## src/rtl/sched_pkg.sv

```systemverilog
// sched_pkg
//   Definitions shared by the sporadic task source and the two-machine
//   scheduler benchmarks:
//     state_t              FSM state encoding (IDLE, WAIT_ACK, ERR)
//     TASK_A / TASK_B      task-type indices into per-type vectors
//     DEFAULT_MIN_GAP      default minimum tick spacing between same-type releases
//     DEFAULT_ACK_TIMEOUT  default cycles allowed for the scheduler to ack
package sched_pkg;

  typedef enum logic [1:0] {
    IDLE     = 2'd0,
    WAIT_ACK = 2'd1,
    ERR      = 2'd2
  } state_t;

  localparam int TASK_A = 0;
  localparam int TASK_B = 1;

  localparam int DEFAULT_MIN_GAP     = 3;
  localparam int DEFAULT_ACK_TIMEOUT = 2;

endpackage

```

## src/rtl/sporadic_task_source_gap_counter.sv

```systemverilog
// gap_counter
//   Saturating up-counter that tracks how many ticks have been emitted since
//   the last release of one task type.
//   Ports:
//     clk    rising-edge clock
//     rst_n  synchronous active-low reset, loads RESET_VAL
//     clr    synchronous clear to zero (wins over inc)
//     inc    count up by one, holding at the all-ones maximum
//     count  current counter value
module gap_counter #(
  parameter int GAP_W     = 4,
  parameter int RESET_VAL = 3
) (
  input  logic             clk,
  input  logic             rst_n,
  input  logic             clr,
  input  logic             inc,
  output logic [GAP_W-1:0] count
);

  logic [GAP_W-1:0] count_q;
  logic [GAP_W-1:0] count_d;

  // Next count: clear has priority; increment stops at the maximum so a long
  // idle stretch never wraps back below the release threshold.
  always_comb begin
    count_d = count_q;
    if (clr) begin
      count_d = '0;
    end else if (inc && (count_q != {GAP_W{1'b1}})) begin
      count_d = count_q + GAP_W'(1);
    end
  end

  // Reset preloads RESET_VAL so the very first release is not held off.
  always_ff @(posedge clk) begin
    if (!rst_n) begin
      count_q <= GAP_W'(RESET_VAL);
    end else begin
      count_q <= count_d;
    end
  end

  assign count = count_q;

endmodule

```

## src/rtl/sporadic_task_source.sv

```systemverilog
// sporadic_task_source
//   Environment-side generator for the two-machine scheduling benchmarks.
//   Converts free environment choices into legal sporadic releases: at most
//   one pulse per cycle, a minimum tick spacing per task type, one outstanding
//   instance per type, and an ack handshake with a sticky error on violations.
//   Ports:
//     clk, rst_n             clock and synchronous active-low reset
//     env_a, env_b, env_tick environment requests (dropped when ineligible)
//     sched_ack              scheduler accepted the most recent release
//     task_done_a/_b         completion reports from the machines
//     startA, startB, tick   registered single-cycle, mutually exclusive pulses
//     busy_a, busy_b         outstanding-instance flags
//     error                  sticky protocol-violation flag
module sporadic_task_source
  import sched_pkg::*;
#(
  parameter int MIN_GAP     = DEFAULT_MIN_GAP,
  parameter int ACK_TIMEOUT = DEFAULT_ACK_TIMEOUT,
  parameter int GAP_W       = 4
) (
  input  logic clk,
  input  logic rst_n,
  input  logic env_a,
  input  logic env_b,
  input  logic env_tick,
  input  logic sched_ack,
  input  logic task_done_a,
  input  logic task_done_b,
  output logic startA,
  output logic startB,
  output logic tick,
  output logic busy_a,
  output logic busy_b,
  output logic error
);

  localparam int TIMER_W = $clog2(ACK_TIMEOUT + 1);

  state_t             state_q, state_d;
  logic               start_a_q, start_a_d;
  logic               start_b_q, start_b_d;
  logic               tick_q, tick_d;
  logic [1:0]         busy_q, busy_d;
  logic               error_q, error_d;
  logic [TIMER_W-1:0] timer_q, timer_d;
  logic [TIMER_W-1:0] timer_next;

  logic [GAP_W-1:0]   gap_a, gap_b;
  logic               clr_gap_a, clr_gap_b, inc_gap;
  logic               elig_a, elig_b;
  logic               done_err;

  gap_counter #(.GAP_W(GAP_W), .RESET_VAL(MIN_GAP)) u_gap_a (
    .clk   (clk),
    .rst_n (rst_n),
    .clr   (clr_gap_a),
    .inc   (inc_gap),
    .count (gap_a)
  );

  gap_counter #(.GAP_W(GAP_W), .RESET_VAL(MIN_GAP)) u_gap_b (
    .clk   (clk),
    .rst_n (rst_n),
    .clr   (clr_gap_b),
    .inc   (inc_gap),
    .count (gap_b)
  );

  assign elig_a     = env_a & ~busy_q[TASK_A] & (gap_a >= GAP_W'(MIN_GAP));
  assign elig_b     = env_b & ~busy_q[TASK_B] & (gap_b >= GAP_W'(MIN_GAP));
  assign done_err   = (task_done_a & ~busy_q[TASK_A]) | (task_done_b & ~busy_q[TASK_B]);
  assign timer_next = timer_q + TIMER_W'(1);

  // Next-state and next-output decision. Pulses default low so each one lasts
  // exactly one cycle. Completions are handled in both live states; a done on
  // an idle machine overrides any release or tick that cycle and goes to ERR.
  always_comb begin
    state_d   = state_q;
    start_a_d = 1'b0;
    start_b_d = 1'b0;
    tick_d    = 1'b0;
    busy_d    = busy_q;
    error_d   = error_q;
    timer_d   = timer_q;
    clr_gap_a = 1'b0;
    clr_gap_b = 1'b0;
    inc_gap   = 1'b0;

    case (state_q)
      IDLE, WAIT_ACK: begin
        if (task_done_a) busy_d[TASK_A] = 1'b0;
        if (task_done_b) busy_d[TASK_B] = 1'b0;

        if (done_err) begin
          state_d = ERR;
          error_d = 1'b1;
        end else if (state_q == IDLE) begin
          if (elig_a) begin
            start_a_d      = 1'b1;
            busy_d[TASK_A] = 1'b1;
            clr_gap_a      = 1'b1;
            timer_d        = '0;
            state_d        = WAIT_ACK;
          end else if (elig_b) begin
            start_b_d      = 1'b1;
            busy_d[TASK_B] = 1'b1;
            clr_gap_b      = 1'b1;
            timer_d        = '0;
            state_d        = WAIT_ACK;
          end else if (env_tick) begin
            tick_d  = 1'b1;
            inc_gap = 1'b1;
          end
        end else begin
          // The ack may already arrive while the start pulse is still high.
          if (sched_ack) begin
            state_d = IDLE;
            timer_d = '0;
          end else if (timer_next == TIMER_W'(ACK_TIMEOUT)) begin
            state_d = ERR;
            error_d = 1'b1;
          end else begin
            timer_d = timer_next;
          end
        end
      end
      ERR: begin
        error_d = 1'b1;
      end
      default: begin
        state_d = IDLE;
      end
    endcase
  end

  // All state and outputs registered together; reset restores a clean IDLE.
  always_ff @(posedge clk) begin
    if (!rst_n) begin
      state_q   <= IDLE;
      start_a_q <= 1'b0;
      start_b_q <= 1'b0;
      tick_q    <= 1'b0;
      busy_q    <= 2'b00;
      error_q   <= 1'b0;
      timer_q   <= '0;
    end else begin
      state_q   <= state_d;
      start_a_q <= start_a_d;
      start_b_q <= start_b_d;
      tick_q    <= tick_d;
      busy_q    <= busy_d;
      error_q   <= error_d;
      timer_q   <= timer_d;
    end
  end

  assign startA = start_a_q;
  assign startB = start_b_q;
  assign tick   = tick_q;
  assign busy_a = busy_q[TASK_A];
  assign busy_b = busy_q[TASK_B];
  assign error  = error_q;

endmodule

```

## config.mk

```make
export PLATFORM = sky130hd
export DESIGN_NAME = sporadic_task_source
export DESIGN_NICKNAME = d
export VERILOG_FILES = /design/src/rtl/sched_pkg.sv /design/src/rtl/sporadic_task_source_gap_counter.sv /design/src/rtl/sporadic_task_source.sv
export SDC_FILE = /design/constraint.sdc
export NUM_CORES = 1
export LEC_CHECK = 0
export ABC_AREA = 1
export CORE_MARGIN = 2
export CORE_UTILIZATION = 40
export CTS_BUF_LIST = sky130_fd_sc_hd__clkbuf_8
export DETAILED_ROUTE_END_ITERATION = 8
export SYNTH_ARGS = -nofsm -noshare
export SYNTH_HDL_FRONTEND = slang
export SYNTH_HIERARCHICAL = 1
export SYNTH_SLANG_ARGS = --single-unit
```

## constraint.sdc

```tcl
create_clock -name clk -period 2.3 [get_ports clk]
set_clock_uncertainty 0.05 [all_clocks]
set_input_delay 0.46 -clock clk [delete_from_list [all_inputs] [get_ports clk]]
set_output_delay 0.46 -clock clk [all_outputs]
set_load 0.02 [all_outputs]
```

==> impl_metrics.tcl, run 1 <==
set metrics [dict create \
    synth_area_um2 960.9 \
    switching_power_mw 0.1933 \
    rr_startpoint "state_q[0]" \
    gr-total-overflow 0 \
    leakage_nw 0.5266 \
    clk_latency_ns 0.25 \
    antenna_found_initial 0 \
    dr.pass1.iters 4 \
    initial_utilization_pct 43.03 \
    routed_via_density 4.933 \
    synth_top_area_share_pct 37.50 \
    synth_edf_count 0 \
    clk_pin_slew_ns 0.07 \
    endpoint "u_gap_a/count[3]" \
    synthTopCellsByArea "dfxtp_1, nor2_1, nand2_1, nand3_1, inv_1" \
    async_reset_ff_share_pct 0 \
    setup-tns-final_ns 0 \
    dp.cells 176 \
    pwr-share-clk_pct 35.3 \
    cts_resized 0 \
    seqCellArea_um2 360.3 \
    core-area_mm2 0.002233 \
    tightest_slew_ns 0.2389 \
    final.fill_count 223 \
    ir_drop_uv 410.2 \
    multi_input_area_um2 529.3 \
    drive_gt1_share_pct 13.82 \
    rsz0062_at_grt "no" \
    drc 0 \
    cpPeakStageDelay_ns 0.46 \
    final_max_slew_viol_count 0 \
    first_iter_violations 21 \
    wire_per_inst_um 11.18 \
    ys_ff_latch 18 \
    htreeDepth 1 \
    final_antenna_net_count 0 \
    post-cts-setup-buffers 0 \
    rows 17 \
    setup_viol 0 \
    finalHoldViolCount 0 \
    grt_pass1_vias 805 \
    grt_usage_pct 16.27 \
    die_width_um 53.02 \
    fin_cells 180 \
    cp-startpoint "task_done_b" \
    required_ns 2.44 \
    path_delay_family "simple AND/OR/NAND/NOR gates" \
    critPathLaunchType "input pin" \
    status "complete, no violations" \
    grt_first_pass_wirelength_um 3367 \
    die_area_mm2 0.002811 \
    via_count 888 \
    crit_type "input pin to flop" \
    drv_cap 0 \
    powerDensity_mw_per_mm2 606.2 \
    ys_types 21 \
    cts.sinks 18 \
    min_path_type "flop to flop" \
    grt_max_degree 13 \
    yosysTopAreaCell "dfxtp_1" \
    synth.yosys.seq_area_share_pct 37.50 \
    syn_to_final_growth_pct 24.48 \
    postSynthAreaPerCell_um2 7.225 \
    num_antenna_cells 0 \
    worstPathMaxFanout 12 \
    max_slew_margin_pct 84.02 \
    synth-main-ff-cell "dfxtp_1" \
    synthTopCellsByCount "nor2_1, nand2_1, dfxtp_1" \
    finalCritPeriodShare_pct 79.84 \
    ys_warn_count 6 \
    gp_congestion 0.8525 \
    path_cells "clkdlybuf4s50_1, nand2_4, nand3_2, inv_1, nand3_1, nor2_1, buf_4, nand2_2, nor2_1, nor2_1, nor2_1" \
    r2r_end "u_gap_a/count[3]" \
    syn_nets 144 \
    clockRootBuffer "clkbuf_8" \
    wl_um 2012 \
    synth.most_common_cell "nor2_1" \
    fmax_mhz 544.6 \
    portBuffers 13 \
    reg2regPathDepth 10 \
    critPathMostFrequentCell "nor2_1" \
    pwr-share-comb_pct 17.7 \
    power.internal_mw 0.5318 \
    hp-start "error" \
    synthCells 133 \
    clockBufferDepth 2 \
    rrSetupSlack_ns 0.70 \
    die_h_um 53.02 \
    layout_min_cycle_time_ns 1.836 \
    io_pins 14 \
    cts_buffers 3 \
    tritoncts "built" \
    ctsHoldBuffers 0 \
    place_hpwl_um 1540 \
    fin_nets 164 \
    worstPathArrival_ns 1.98 \
    endpoint_kind "flop" \
    switching_share_pct 26.66 \
    path_depth 11 \
    worst-path-buf-inv 3 \
    critPathSlowestCell "clkdlybuf4s50_1" \
    p_seq_share_pct 47.0 \
]
flip-flops by register name, indices dropped and copies added (netlist names), 2 cells and up:
name	count
busy_q	2
state_q	2
timer_q	2
u_gap_a/count	4
u_gap_b/count	4
routing by layer:
| layer | up-vias | global-route usage (%) | part of all wire (%) |
|---|---|---|---|
| li1 | 477 | - | - |
| met5 | - | 0 | 0 |
| met1 | 394 | 21.21 | 48 |
| met2 | 15 | 26.67 | 48 |
| met3 | 2 | 2.542 | 2.6 |
| met4 | 0 | 6.410 | 0.60 |
logic make-up after synthesis:
group / Yosys count / synth area share (%)
AND/OR/NAND/NOR: 83 / 44.92
buffers and inverters: 19 / 7.422
flip-flops: 18 / 37.50
AO/OA/AOI/OAI: 10 / 6.250
adder cells (fa/ha/maj): 3 / 3.907
worst min-delay path by stage:
stage / end / slack [ns] / cells past startpoint
after global placement: error / 0.39 / 2
after floorplan: timer_q[0] / 0.43 / 2
after CTS: error / 0.42 / 2
after detailed placement: error / 0.41 / 2
after global routing: error / 0.43 / 2
final: error / 0.42 / 2
through the flow:
stage | util, % | setup slack [ns] | cell area, um^2 | hold slack [ns] | power, mW
finish | 53.56 | 0.4636 | 1196 | 0.4158 | 0.7251
global route | 53.56 | 0.2956 | 1196 | 0.4313 | 0.7738
floorplan | - | 0.4808 | 960.9 | 0.4300 | 0.4321
CTS | 53.56 | 0.4699 | 1196 | 0.4168 | 0.7363
global placement | 51.09 | 0.2702 | 1141 | 0.3938 | 0.4741
detailed placement | 51.09 | 0.2301 | 1141 | 0.4064 | 0.4765
power groups by stage:
stage | combinational (mW) | sequential (mW) | clock, mW
final | 0.128 | 0.341 | 0.256
after global routing | 0.144 | 0.344 | 0.286
after CTS | 0.130 | 0.340 | 0.266
after detailed placement | 0.129 | 0.348 | 0
after global placement | 0.126 | 0.348 | 0
after floorplan | 0.0823 | 0.350 | 0
final cells by class:
type	instances	area share [%]
timing repair buffer	15	12.13
multi-input combinational	96	44.25
clock buffer	4	4.602
inverter	19	5.962
sequential	18	30.13
tap	28	2.929
cell usage in the layout (no fill, tap or decap), drive strengths merged:
master and count:
nand2 26, clkbuf 4, clkdlybuf4s50 13, nand3 18, inv 19, nor3 5, dfxtp 18, ha 3
a31oi 3, nor2 26, buf 2, a21oi 4, o22ai 1, o21a 2, nand4 8
worst register-to-register path, stage by stage (launching register included):
cell and delay, ns:
dfxtp_1 0.32, nor2_2 0.20, nand3_2 0.14, inv_1 0.10
nand3_1 0.10, nor2_1 0.12, buf_4 0.19, nand2_2 0.08
nor2_1 0.10, nor2_1 0.05, nor2_1 0.09
Note: power is estimated with default switching activity, not from simulation.
==> run 2, diff against run 1 <==
==> constraint.sdc (replaced) <==
create_clock -name clk -period 1.5 [get_ports clk]
set_clock_uncertainty 0.05 [all_clocks]
set_input_delay 0.3 -clock clk [delete_from_list [all_inputs] [get_ports clk]]
set_output_delay 0.3 -clock clk [all_outputs]
set_load 0.02 [all_outputs]
==> run 2 against run 1 <==
Compared with the run above:
- hold slack worse by 0.015 ns
- sequential cell count stayed put
- sequential power is 53% higher
- worst setup slack worse by 0.43 ns
- count of clock-buffer cells in the layout is 1 lower
- power is 55% higher
- first-iteration DRC count is 52% lower
==> impl_metrics.tcl, run 2 (synthesized netlist as in run 1, its figures left out) <==
set metrics [dict create \
    drv_cap 0 \
    grt_usage_pct 18.20 \
    final_area_mm2 0.001389 \
    clockBufferDepth 2 \
    power_mw 1.122 \
    layout_min_cycle_time_ns 1.463 \
    syn_to_final_growth_pct 44.53 \
    grt_pass1_vias 936 \
    leakage_nw 0.6673 \
    htreeDepth 1 \
    powerDensity_mw_per_mm2 807.8 \
    worst-path-buf-inv 3 \
    dp.cells 193 \
    drc 0 \
    fin_nets 185 \
    io_pins 14 \
    clk_latency_ns 0.25 \
    crit_type "input pin to flop" \
    routed_via_density 4.910 \
    gr-total-overflow 0 \
    place_hpwl_um 1629 \
    dpl_cell_area_mm2 0.001284 \
    wire_per_inst_um 10.33 \
    fin_hold_ws_ns 0.4007 \
    final_common_cell "buf_4" \
    fmax_mhz 683.4 \
    worstPathMaxFanout 6 \
    dr.pass1.iters 4 \
    finalCritPeriodShare_pct 97.55 \
    ir_drop_uv 534.7 \
    core-area_mm2 0.002233 \
    tightest_slew_ns 0.2221 \
    die_area_mm2 0.002811 \
    worstPathArrival_ns 1.56 \
    cts.sinks 18 \
    cpPeakStageDelay_ns 0.45 \
    path_cells "clkdlybuf4s50_1, inv_1, nor2_2, nand2_2, nand3_4, nor2_4, buf_4, a31oi_1, nor2_1" \
    min_path_type "flop to flop" \
    utilization_pct 62.18 \
    setup_viol 0 \
    clk_pin_slew_ns 0.07 \
    first_iter_violations 10 \
    final_max_slew_viol_count 0 \
    drive_gt1_share_pct 31.98 \
    num_antenna_cells 0 \
    tritoncts "built" \
    endpoint_kind "flop" \
    layout_common_cells "buf_4, nor2_1, nand2_1" \
    die_h_um 53.02 \
    antenna_found_initial 0 \
    critPathLaunchType "input pin" \
    grt_first_pass_wirelength_um 3808 \
    clockRootBuffer "clkbuf_8" \
    fin_cells 200 \
    wl_um 2066 \
    cts_buffers 3 \
    rsz0062_at_grt "yes" \
    max_slew_margin_pct 85.14 \
    final.fill_count 203 \
    path_delay_family "buffers and inverters" \
    rows 17 \
    gp_congestion 0.8162 \
    portBuffers 13 \
    finalHoldViolCount 0 \
    die_width_um 53.02 \
    final_antenna_net_count 0 \
    grt_max_degree 10 \
    critPathSlowestCell "clkdlybuf4s50_1" \
    required_ns 1.59 \
    initial_utilization_pct 43.03 \
    via_count 982 \
    status "complete, no violations" \
]
run 2: cell types whose count changed in the layout (fill, tap and decap cells not counted), sizes merged:
cell           previous run  this run
buf                       2        22
clkdlybuf4s50            13         4
dlymetal6s2s              0         2
dlygate4sd2               0         7
clkbuf                    4         3
nor2                     26        27
run 2: worst min-delay path: stages, from the launching register on:
cell	delay [ns]
dfxtp_1	0.31
inv_1	0.05
a21oi_1	0.05
run 2: path summary, 6_finish.rpt:
kind / startpoint / end / slack, ns / cells after the start
worst min-delay path: error / error / 0.40 / 2
worst max-delay path: env_b / u_gap_a/count[2] / 0.04 / 9
worst max register to register: state_q[1] / u_gap_b/count[3] / 0.11 / 9
worst min register to register: error / error / 0.40 / 2
run 2: final cells by class:
cell class / instances / area, um^2 / share of cell area [%]
inverter: 19 / 71.32 / 5.135
clock buffer: 3 / 41.29 / 2.973
multi-input combinational: 97 / 585.6 / 42.16
timing repair buffer: 35 / 291.5 / 20.99
tap: 28 / 35.03 / 2.523
sequential: 18 / 364.1 / 26.22
run 2: timing repair:
item                       4_1_cts  5_1_grt
pin swaps                        1        8
setup buffers                    2        1
resized for setup                7       16
setup endpoints to repair       14       10
gates cloned                     1        0
hold buffers                     0        0
run 2: metal layers:
layer / track usage [%] / routed length [um] / vias to the layer above
met2: 28.75 / 935 / 17
met5: 0 / 0 / -
met4: 6.838 / 25 / 0
met1: 24.78 / 1028 / 438
li1: - / - / 523
met3: 2.825 / 77 / 4
run 2: stage by stage:
step / setup slack, ns / setup TNS [ns]
2_1_floorplan: 0.03440 / 0
3_3_place_gp: -0.3051 / -2.728
3_5_place_dp: -0.3592 / -3.226
4_1_cts: 0.03153 / 0
5_1_grt: -0.05656 / -0.09288
6_report: 0.03682 / 0
run 2: power by group:
group          switching [mW]  internal [mW]  total, mW
registers              0.0193          0.502      0.521
clock network           0.153          0.178      0.331
logic                   0.143          0.127      0.269
total                   0.315          0.807       1.12
==> run 3, diff against run 2 <==
--- a/config.mk
+++ b/config.mk
@@ -14,3 +14,4 @@
 export SYNTH_HDL_FRONTEND = slang
 export SYNTH_HIERARCHICAL = 1
 export SYNTH_SLANG_ARGS = --single-unit
+export TNS_END_PERCENT = 10
==> run 3 against run 2 <==
Compared with the run above:
- via count down 0.92%
- power is essentially flat
- sequential share of layout area up 0.14 points
- combinational power is essentially flat
- die area stayed put
- sequential cell count did not move
- design area down 0.54%
- critical endpoint unchanged
- largest power group unchanged
==> impl_metrics.tcl, run 3 (synthesized netlist as in run 1, its figures left out) <==
set metrics [dict create \
    pwr-share-comb_pct 23.9 \
    initial_utilization_pct 43.03 \
    status "complete, no violations" \
    cts_buffers 3 \
    routed_via_density 4.889 \
    required_ns 1.59 \
    ctsHoldBuffers 0 \
    crit_type "input pin to flop" \
    critPathLaunchType "input pin" \
    rsz0062_at_grt "yes" \
    wl_um 2071 \
    die_area_mm2 0.002811 \
    drive_gt1_share_pct 31.58 \
    tritoncts "built" \
    clockBufferDepth 2 \
    max_slew_margin_pct 85.19 \
    clk_latency_ns 0.25 \
    cp-startpoint "env_b" \
    cts.sinks 18 \
    dp.cells 193 \
    final_common_cell "buf_4" \
    grt_max_degree 10 \
    setup_viol 0 \
    power.internal_mw 0.8057 \
    syn_to_final_growth_pct 43.75 \
    fin_cells 199 \
    p_seq_share_pct 46.5 \
    via_count 973 \
    grt_first_pass_wirelength_um 3795 \
    grt.met3_usage_pct 2.825 \
    drc 0 \
    hp-start "error" \
    ir_drop_uv 535.9 \
    worstPathArrival_ns 1.56 \
    drv_cap 0 \
    portBuffers 13 \
    grtUsageMet2_pct 28.54 \
    worstPathMaxFanout 6 \
    grt_pass1_vias 927 \
    io_pins 14 \
    fin_nets 184 \
    leakage_nw 0.6631 \
    rows 17 \
    switching_share_pct 28.21 \
    rr_startpoint "state_q[1]" \
    final_antenna_net_count 0 \
    core-area_mm2 0.002233 \
    layout_common_cells "buf_4, nor2_1, nand2_1" \
    place_hpwl_um 1629 \
    met1_usage_pct 24.78 \
    powerDensity_mw_per_mm2 812.5 \
    die_width_um 53.02 \
    wire_per_inst_um 10.41 \
    pwr-share-clk_pct 29.7 \
    finalHoldViolCount 0 \
    tightest_slew_ns 0.2215 \
    finalCritPeriodShare_pct 97.54 \
    first_iter_violations 8 \
    switching_power_mw 0.3166 \
    die_h_um 53.02 \
    busiest_layer "met2" \
    num_antenna_cells 0 \
    fmax_mhz 683.5 \
    gr-total-overflow 0 \
    htreeDepth 1 \
    grt_usage_pct 18.14 \
    endpoint_kind "flop" \
    clk_pin_slew_ns 0.07 \
    min_path_type "flop to flop" \
    gp_congestion 0.8162 \
    antenna_found_initial 0 \
    dr.pass1.iters 4 \
    power_mw 1.122 \
    final_max_slew_viol_count 0 \
    layout_min_cycle_time_ns 1.463 \
    clockRootBuffer "clkbuf_8" \
]
==> run 3: worst paths after layout <==
kind / endpoint / slack (ns) / cells after the start
worst max-delay path: u_gap_a/count[2] / 0.04 / 9
worst min-delay path: error / 0.40 / 2
worst max register to register: u_gap_b/count[3] / 0.11 / 9
worst min register to register: error / 0.40 / 2
==> run 3: timing repair <==
| action | in CTS | in global routing |
|---|---|---|
| cloned | 1 | 0 |
| pin swaps | 1 | 8 |
| endpoints found under the setup margin | 14 | 10 |
| resized for setup | 7 | 16 |
| setup buffers | 1 | 1 |
| endpoints found under the hold margin | 0 | 0 |
==> run 3: worst max-delay path, stage by stage <==
cell,delay (ns)
clkdlybuf4s50_1,0.45
inv_1,0.04
nor2_2,0.14
nand2_2,0.10
nand3_4,0.12
nor2_4,0.07
buf_4,0.14
a31oi_1,0.15
nor2_1,0.05
==> run 3: cell type report <==
class | count | area (um^2)
Sequential cell | 18 | 364.1
Inverter | 19 | 71.32
Multi-Input combinational cell | 97 | 585.6
Fill cell | 200 | 852.1
Clock buffer | 3 | 41.29
Tap cell | 28 | 35.03
Timing Repair Buffer | 34 | 284.0
==> run 3: power by group through the flow <==
stage | combinational (mW) | sequential, mW | clock (mW)
2_1_floorplan | 0.130 | 0.537 | 0
3_3_place_gp | 0.249 | 0.529 | 0
3_5_place_dp | 0.252 | 0.530 | 0
4_1_cts | 0.250 | 0.519 | 0.342
5_1_grt | 0.300 | 0.525 | 0.356
6_report | 0.268 | 0.521 | 0.333
==> run 3: layer usage <==
metal | up-vias | share of wire (%)
met1 | 429 | 50
met5 | - | 0
met3 | 4 | 4.0
met2 | 19 | 45
li1 | 521 | -
met4 | 0 | 1.2
==> run 3: metrics by stage <==
| stage | setup TNS, ns | area (um^2) | util (%) | hold slack (ns) | worst slack (ns) |
|---|---|---|---|---|---|
| 6_report | 0 | 1381 | 61.85 | 0.4011 | 0.03689 |
| 5_1_grt | -0.09657 | 1381 | 61.85 | 0.4290 | -0.05783 |
| 4_1_cts | 0 | 1330 | 59.55 | 0.4065 | 0.02710 |
| 3_5_place_dp | -3.226 | 1284 | 57.48 | 0.4007 | -0.3592 |
| 3_3_place_gp | -2.728 | 1284 | 57.48 | 0.3869 | -0.3051 |
| 2_1_floorplan | 0 | 975.9 | - | 0.3347 | 0.03440 |
